## src/rtl/rv32i_types.sv

```systemverilog
// Shared RV32 execute-stage types: M-extension funct3 encodings, muldiv FSM
// states and the architectural divide constants for the base XLEN.
package rv32i_types;

  typedef enum logic [2:0] {
    OP_MUL    = 3'b000,
    OP_MULH   = 3'b001,
    OP_MULHSU = 3'b010,
    OP_MULHU  = 3'b011,
    OP_DIV    = 3'b100,
    OP_DIVU   = 3'b101,
    OP_REM    = 3'b110,
    OP_REMU   = 3'b111
  } muldiv_op_t;

  typedef enum logic [1:0] {
    S_IDLE,
    S_MUL,
    S_DIV,
    S_DONE
  } muldiv_state_t;

  localparam int unsigned         RV_XLEN    = 32;
  localparam logic [RV_XLEN-1:0]  DIV_ZERO_Q = '1;
  localparam logic [RV_XLEN-1:0]  XLEN_MIN   = {1'b1, {(RV_XLEN-1){1'b0}}};

endpackage

```

## src/rtl/mul_pipe.sv

```systemverilog
// Pipelined signed (XLEN+1)x(XLEN+1) multiplier; the product is formed on
// the way in and shifted through MUL_STAGES registers.
module mul_pipe #(
  parameter int unsigned XLEN       = 32,
  parameter int unsigned MUL_STAGES = 3
) (
  input  logic                   clk,
  input  logic                   rst,
  input  logic                   flush,
  input  logic                   in_valid,
  input  logic signed [XLEN:0]   in_a,
  input  logic signed [XLEN:0]   in_b,
  output logic                   out_valid,
  output logic [2*XLEN+1:0]      out_prod
);

  logic signed [2*XLEN+1:0] prod;
  logic [MUL_STAGES-1:0]    vld_q, vld_d;
  logic [2*XLEN+1:0]        stage_q [MUL_STAGES];
  logic [2*XLEN+1:0]        stage_d [MUL_STAGES];

  assign prod = in_a * in_b;

  // Data only advances behind a valid bit so an idle pipe holds its last value
  always_comb begin
    vld_d[0]   = in_valid && !flush;
    stage_d[0] = in_valid ? prod : stage_q[0];
    for (int unsigned i = 1; i < MUL_STAGES; i++) begin
      vld_d[i]   = vld_q[i-1] && !flush;
      stage_d[i] = vld_q[i-1] ? stage_q[i-1] : stage_q[i];
    end
  end

  always_ff @(posedge clk or posedge rst) begin
    if (rst) begin
      vld_q <= '0;
      for (int unsigned i = 0; i < MUL_STAGES; i++) stage_q[i] <= '0;
    end else begin
      vld_q   <= vld_d;
      stage_q <= stage_d;
    end
  end

  assign out_valid = vld_q[MUL_STAGES-1];
  assign out_prod  = stage_q[MUL_STAGES-1];

endmodule

```

## src/rtl/execute_muldiv.sv

```systemverilog
// RV32M execute unit: pipelined multiplier plus iterative radix-2 restoring
// divider, one operation in flight, result returned with its physical tag.
module execute_muldiv
  import rv32i_types::*;
#(
  parameter int unsigned XLEN       = RV_XLEN,
  parameter int unsigned TAG_W      = 6,
  parameter int unsigned MUL_STAGES = 3
) (
  input  logic             clk,
  input  logic             rst,
  input  logic             in_valid,
  output logic             in_ready,
  input  muldiv_op_t       in_op,
  input  logic [XLEN-1:0]  in_a,
  input  logic [XLEN-1:0]  in_b,
  input  logic [TAG_W-1:0] in_tag,
  input  logic             flush,
  output logic             out_valid,
  input  logic             out_ready,
  output logic [XLEN-1:0]  out_result,
  output logic [TAG_W-1:0] out_tag
);

  localparam int unsigned     CNT_W   = $clog2(XLEN);
  localparam logic [XLEN-1:0] MIN_VAL = {1'b1, {(XLEN-1){1'b0}}};

  muldiv_state_t    state_q, state_d;
  muldiv_op_t       op_q, op_d;
  logic [XLEN-1:0]  result_q, result_d, rem_q, rem_d, quo_q, quo_d, dvs_q, dvs_d;
  logic [TAG_W-1:0] tag_q, tag_d;
  logic [CNT_W-1:0] cnt_q, cnt_d;
  logic             q_neg_q, q_neg_d, r_neg_q, r_neg_d;

  logic              accept, in_signed, a_sgn, b_sgn, mul_in_valid, mul_valid;
  logic [XLEN:0]     mul_a, mul_b, trial, diff;
  logic [2*XLEN+1:0] mul_prod;
  logic [XLEN-1:0]   mul_sel, mag_a, mag_b, rem_nx, quo_nx;
  logic              unused_prod_msbs;

  assign in_ready     = (state_q == S_IDLE);
  assign accept       = in_valid && in_ready && !flush;
  assign a_sgn        = (in_op != OP_MULHU);
  assign b_sgn        = (in_op == OP_MUL) || (in_op == OP_MULH);
  assign mul_a        = {a_sgn & in_a[XLEN-1], in_a};
  assign mul_b        = {b_sgn & in_b[XLEN-1], in_b};
  assign mul_in_valid = accept && !in_op[2];

  mul_pipe #(
    .XLEN       (XLEN),
    .MUL_STAGES (MUL_STAGES)
  ) u_mul_pipe (
    .clk       (clk),
    .rst       (rst),
    .flush     (flush),
    .in_valid  (mul_in_valid),
    .in_a      (mul_a),
    .in_b      (mul_b),
    .out_valid (mul_valid),
    .out_prod  (mul_prod)
  );

  assign mul_sel          = (op_q == OP_MUL) ? mul_prod[XLEN-1:0] : mul_prod[2*XLEN-1:XLEN];
  assign unused_prod_msbs = ^mul_prod[2*XLEN+1:2*XLEN];

  // Restoring step: the borrow out of the trial subtraction is the inverted quotient bit
  assign in_signed = !in_op[0];
  assign mag_a     = (in_signed && in_a[XLEN-1]) ? -in_a : in_a;
  assign mag_b     = (in_signed && in_b[XLEN-1]) ? -in_b : in_b;
  assign trial     = {rem_q, quo_q[XLEN-1]};
  assign diff      = trial - {1'b0, dvs_q};
  assign rem_nx    = diff[XLEN] ? trial[XLEN-1:0] : diff[XLEN-1:0];
  assign quo_nx    = {quo_q[XLEN-2:0], ~diff[XLEN]};

  always_comb begin
    state_d  = state_q;
    op_d     = op_q;
    result_d = result_q;
    tag_d    = tag_q;
    rem_d    = rem_q;
    quo_d    = quo_q;
    dvs_d    = dvs_q;
    cnt_d    = cnt_q;
    q_neg_d  = q_neg_q;
    r_neg_d  = r_neg_q;
    case (state_q)
      S_IDLE: begin
        if (accept) begin
          op_d  = in_op;
          tag_d = in_tag;
          if (!in_op[2]) begin
            state_d = S_MUL;
          end else if (in_b == '0) begin
            result_d = in_op[1] ? in_a : '1;
            state_d  = S_DONE;
          end else if (in_signed && (in_a == MIN_VAL) && (in_b == '1)) begin
            result_d = in_op[1] ? '0 : MIN_VAL;
            state_d  = S_DONE;
          end else begin
            rem_d   = '0;
            quo_d   = mag_a;
            dvs_d   = mag_b;
            cnt_d   = '0;
            q_neg_d = in_signed && (in_a[XLEN-1] ^ in_b[XLEN-1]);
            r_neg_d = in_signed && in_a[XLEN-1];
            state_d = S_DIV;
          end
        end
      end
      S_MUL: begin
        if (mul_valid) begin
          result_d = mul_sel;
          state_d  = out_ready ? S_IDLE : S_DONE;
        end
      end
      S_DIV: begin
        rem_d = rem_nx;
        quo_d = quo_nx;
        cnt_d = cnt_q + 1'b1;
        if (cnt_q == CNT_W'(XLEN-1)) begin
          result_d = op_q[1] ? (r_neg_q ? -rem_nx : rem_nx)
                             : (q_neg_q ? -quo_nx : quo_nx);
          state_d  = S_DONE;
        end
      end
      S_DONE: begin
        if (out_ready) state_d = S_IDLE;
      end
      default: state_d = S_IDLE;
    endcase
    if (flush) state_d = S_IDLE;
  end

  always_ff @(posedge clk or posedge rst) begin
    if (rst) begin
      state_q  <= S_IDLE;
      op_q     <= OP_MUL;
      result_q <= '0;
      tag_q    <= '0;
      rem_q    <= '0;
      quo_q    <= '0;
      dvs_q    <= '0;
      cnt_q    <= '0;
      q_neg_q  <= 1'b0;
      r_neg_q  <= 1'b0;
    end else begin
      state_q  <= state_d;
      op_q     <= op_d;
      result_q <= result_d;
      tag_q    <= tag_d;
      rem_q    <= rem_d;
      quo_q    <= quo_d;
      dvs_q    <= dvs_d;
      cnt_q    <= cnt_d;
      q_neg_q  <= q_neg_d;
      r_neg_q  <= r_neg_d;
    end
  end

  // A finished product is presented straight from the pipe, then held in result_q
  assign out_valid  = !flush && ((state_q == S_DONE) || ((state_q == S_MUL) && mul_valid));
  assign out_result = ((state_q == S_MUL) && mul_valid) ? mul_sel : result_q;
  assign out_tag    = tag_q;

endmodule
```

## config.mk

```make
export PLATFORM = sky130hd
export DESIGN_NAME = execute_muldiv
export DESIGN_NICKNAME = d
export VERILOG_FILES = /design/src/rtl/rv32i_types.sv /design/src/rtl/mul_pipe.sv /design/src/rtl/execute_muldiv.sv
export SDC_FILE = /design/constraint.sdc
export NUM_CORES = 2
export LEC_CHECK = 0
export CAP_MARGIN = 20
export CORE_MARGIN = 10
export CORE_UTILIZATION = 50
export DETAILED_ROUTE_END_ITERATION = 12
export GPL_TIMING_DRIVEN = 0
export PLACE_DENSITY = 0.69
export SLEW_MARGIN = 20
export SYNTH_ARGS = -nofsm -noshare
export SYNTH_HDL_FRONTEND = slang
export SYNTH_SLANG_ARGS = --single-unit
```

## constraint.sdc

```tcl
create_clock -name clk -period 14.75 [get_ports clk]
set_clock_uncertainty 0.2 [all_clocks]
set_input_delay 4.425 -clock clk [delete_from_list [all_inputs] [get_ports clk]]
set_output_delay 4.425 -clock clk [all_outputs]
set_load 0.005 [all_outputs]
```

==> metrics.cfg <==
[cells_and_area]
final_net_count = 8061
areaGrowthSynthToFinish_pct = 7.18
final_common_cell = inv_1
drive_gt1_share_pct = 5.16
post-route-cell-area_mm2 = 0.0623
final_cell_mix = inv_1 (1283), fa_1 (1124), nand2_1 (1098)

[clocking]
cts_buffer_depth = 3
path_clk_slew_ps = 60
hold_buffers = 0
clockRootBuffer = clkbuf_16
cts_sinks = 341
numCtsBuffers = 35
htreeDepth = 2
cts_tree = yes
clk_latency_ps = 560

[critical_path]
crit_fanout = 11
required_ps = 14980
startpoint_type = input pin
slowest_delay_ps = 910
cpMaxStageDelayCell = clkbuf_1
end_kind = register
cp.arrival_ps = 15070
crit_buf_inv = 9
crit_family = adder cells
path_class = in2reg
cpMostUsedCell = fa_1

[yosys]
postSynth.asyncResetShare_pct = 100
synth_area_mm2 = 0.0581
dominantRegCellSynth = dfrtp_1
yosys_warnings = 0
ys_seq_elements = 341
syn_nets = 7931
synth.distinct_cells = 94
yosysSeqAreaShare_pct = 14.7
synth_edf_count = 0
syn-instance-count = 6471
avgSynthCellArea_um2 = 8.99

[global_route]
grt_pass1_vias = 49875
grt_max_degree = 86
grt_pass1_wl_mm = 320
track_usage_pct = 32.8
antenna_found_initial = 34
overflow = 0

[routing]
drc = 0
vias = 48126
routed_wl_mm = 216
dr.pass1.iters = 6
drt_iter0_drc = 5180
ant_nets = 0
vias_per_cell = 5.89
post_drt_wl_per_cell_um = 26.4

[floorplan]
core.rowCount = 125
die_width_um = 361
die_area_mm2 = 0.130
ios = 118
die_h_um = 361
floorplan.initialDensity_pct = 50.2
core_mm2 = 0.116

[sta]
max_slew.worst_pin.slew_ps = 1330
rsz0062_at_grt = true
max_slew_margin_pct = 11.1
final-hold-violation-count = 0
fin_crit_ps = 14840
drv_slew = 0
finalSetupViolCount = 1
worst_slack_ps = -87.8
fmax_ghz = 0.0674
period_share_pct = 101

[placed_design]
hpwl_mm = 178
placed_cell_area_mm2 = 0.0611
gp_congestion = 1.05
io_buffers = 85

[run_status]
violations = negative setup slack
status = complete, but fails checks

[job]
drv_cap = 0

[hold_path]
hp-class = reg2reg

area by class of cell:
| type | count | area [um^2] |
|---|---|---|
| buffer | 393 | 1570 |
| clock inverter | 14 | 145 |
| timing repair buffer | 93 | 1010 |
| antenna | 24 | 60.1 |
| multi-input combinational | 4450 | 43300 |
| sequential | 341 | 8530 |
| inverter | 1287 | 4840 |
| fill | 10771 | 53600 |
| clock buffer | 47 | 981 |
| tap | 1524 | 1910 |
sequential cells by signal, summed over array words and instances (netlist names), 3 cells and up:
name / flops
dvs_q: 32
rem_q: 32
u_mul_pipe.out_prod: 64
out_tag: 6
result_q: 32
quo_q: 32
u_mul_pipe.vld_q: 3
cnt_q: 5
op_q: 3
u_mul_pipe.stage_q: 128
per-stage QoR:
stage	worst slack (ps)	util, %	std cells	hold slack (ps)	setup TNS [ps]
global route	-26.6	53.7	8152	306	-26.6
detailed placement	-1320	52.7	8085	266	-17990
finish	-87.8	53.8	8173	280	-87.8
global placement	-3630	52.6	8080	256	-1250720
CTS	59.5	53.7	8148	281	0
floorplan	673	-	6471	240	0
per-layer routing:
| layer | global-route usage [%] | up-vias | share of wire [%] |
|---|---|---|---|
| met5 | 0 | - | 0.062 |
| met4 | 22.1 | 22 | 8.3 |
| met3 | 8.15 | 812 | 11 |
| met2 | 51.4 | 2970 | 45 |
| met1 | 40.0 | 24240 | 36 |
| li1 | - | 20082 | - |
worst min-delay path: cells and delay by family, from the launching register on:
family / cells / cell delay [ps]
AO/OA/AOI/OAI: 1 / 60
flip-flops: 1 / 340
AND/OR/NAND/NOR: 1 / 50
cell usage after synthesis, drive strengths merged, types with 8 or more instances:
cell	number	area, um^2
a2111oi	9	110
a211oi	15	123
a21o	38	285
a21oi	224	1150
a311oi	9	103
a31oi	19	119
and2	263	1650
and3	29	186
and4	8	70.1
buf	107	455
clkbuf	286	1070
dfrtp	341	8530
fa	1126	22500
ha	256	3200
inv	1286	4830
mux2	156	1760
mux2i	44	440
nand2	1099	4130
nand2b	26	163
nand3	48	240
nand4	26	163
nor2	202	773
nor2b	22	138
nor3	43	215
nor4	22	153
o211ai	29	223
o21a	18	135
o21ai	259	1300
o21bai	11	82.6
o221ai	11	103
o31ai	53	417
o41ai	21	199
or2	21	131
or3	23	144
or4	12	93.8
xnor2	109	955
xor2	92	806
worst paths after layout:
path | startpoint | endpoint | slack, ps | cells past startpoint
worst max register to register | quo_q[31] | result_q[8] | 7350 | 21
worst min-delay path | u_mul_pipe.stage_q[174] | u_mul_pipe.stage_q[174] | 280 | 2
max in group asynchronous | rst | u_mul_pipe.stage_q[175] | 9110 | 4
worst min register to register | u_mul_pipe.stage_q[174] | u_mul_pipe.stage_q[174] | 280 | 2
min in group asynchronous | rst | out_tag[4] | 4080 | 2
worst max-delay path | in_a[25] | u_mul_pipe.stage_q[187] | -90 | 29
kinds of logic (layout without fill, tap and decap cells):
kind of cell	Yosys count	after routing	synth area share, %
mux	200	200	3.78
simple gates	1865	1865	14.5
buf+inv	1680	1834	10.9
fa+ha+maj	1382	1382	44.3
other cells	0	24	0
xor+xnor	201	201	3.03
compound gates	802	802	8.82
flops	341	341	14.7
timing repair:
item	CTS	global route
setup endpoints to repair	18	14
gates resized for setup	9	13
pin swaps	1	0
setup buffers	2	0
Power is left out: the tool's default activity adds up to more than one toggle a clock period on the data nets, which glitch-free logic cannot reach.
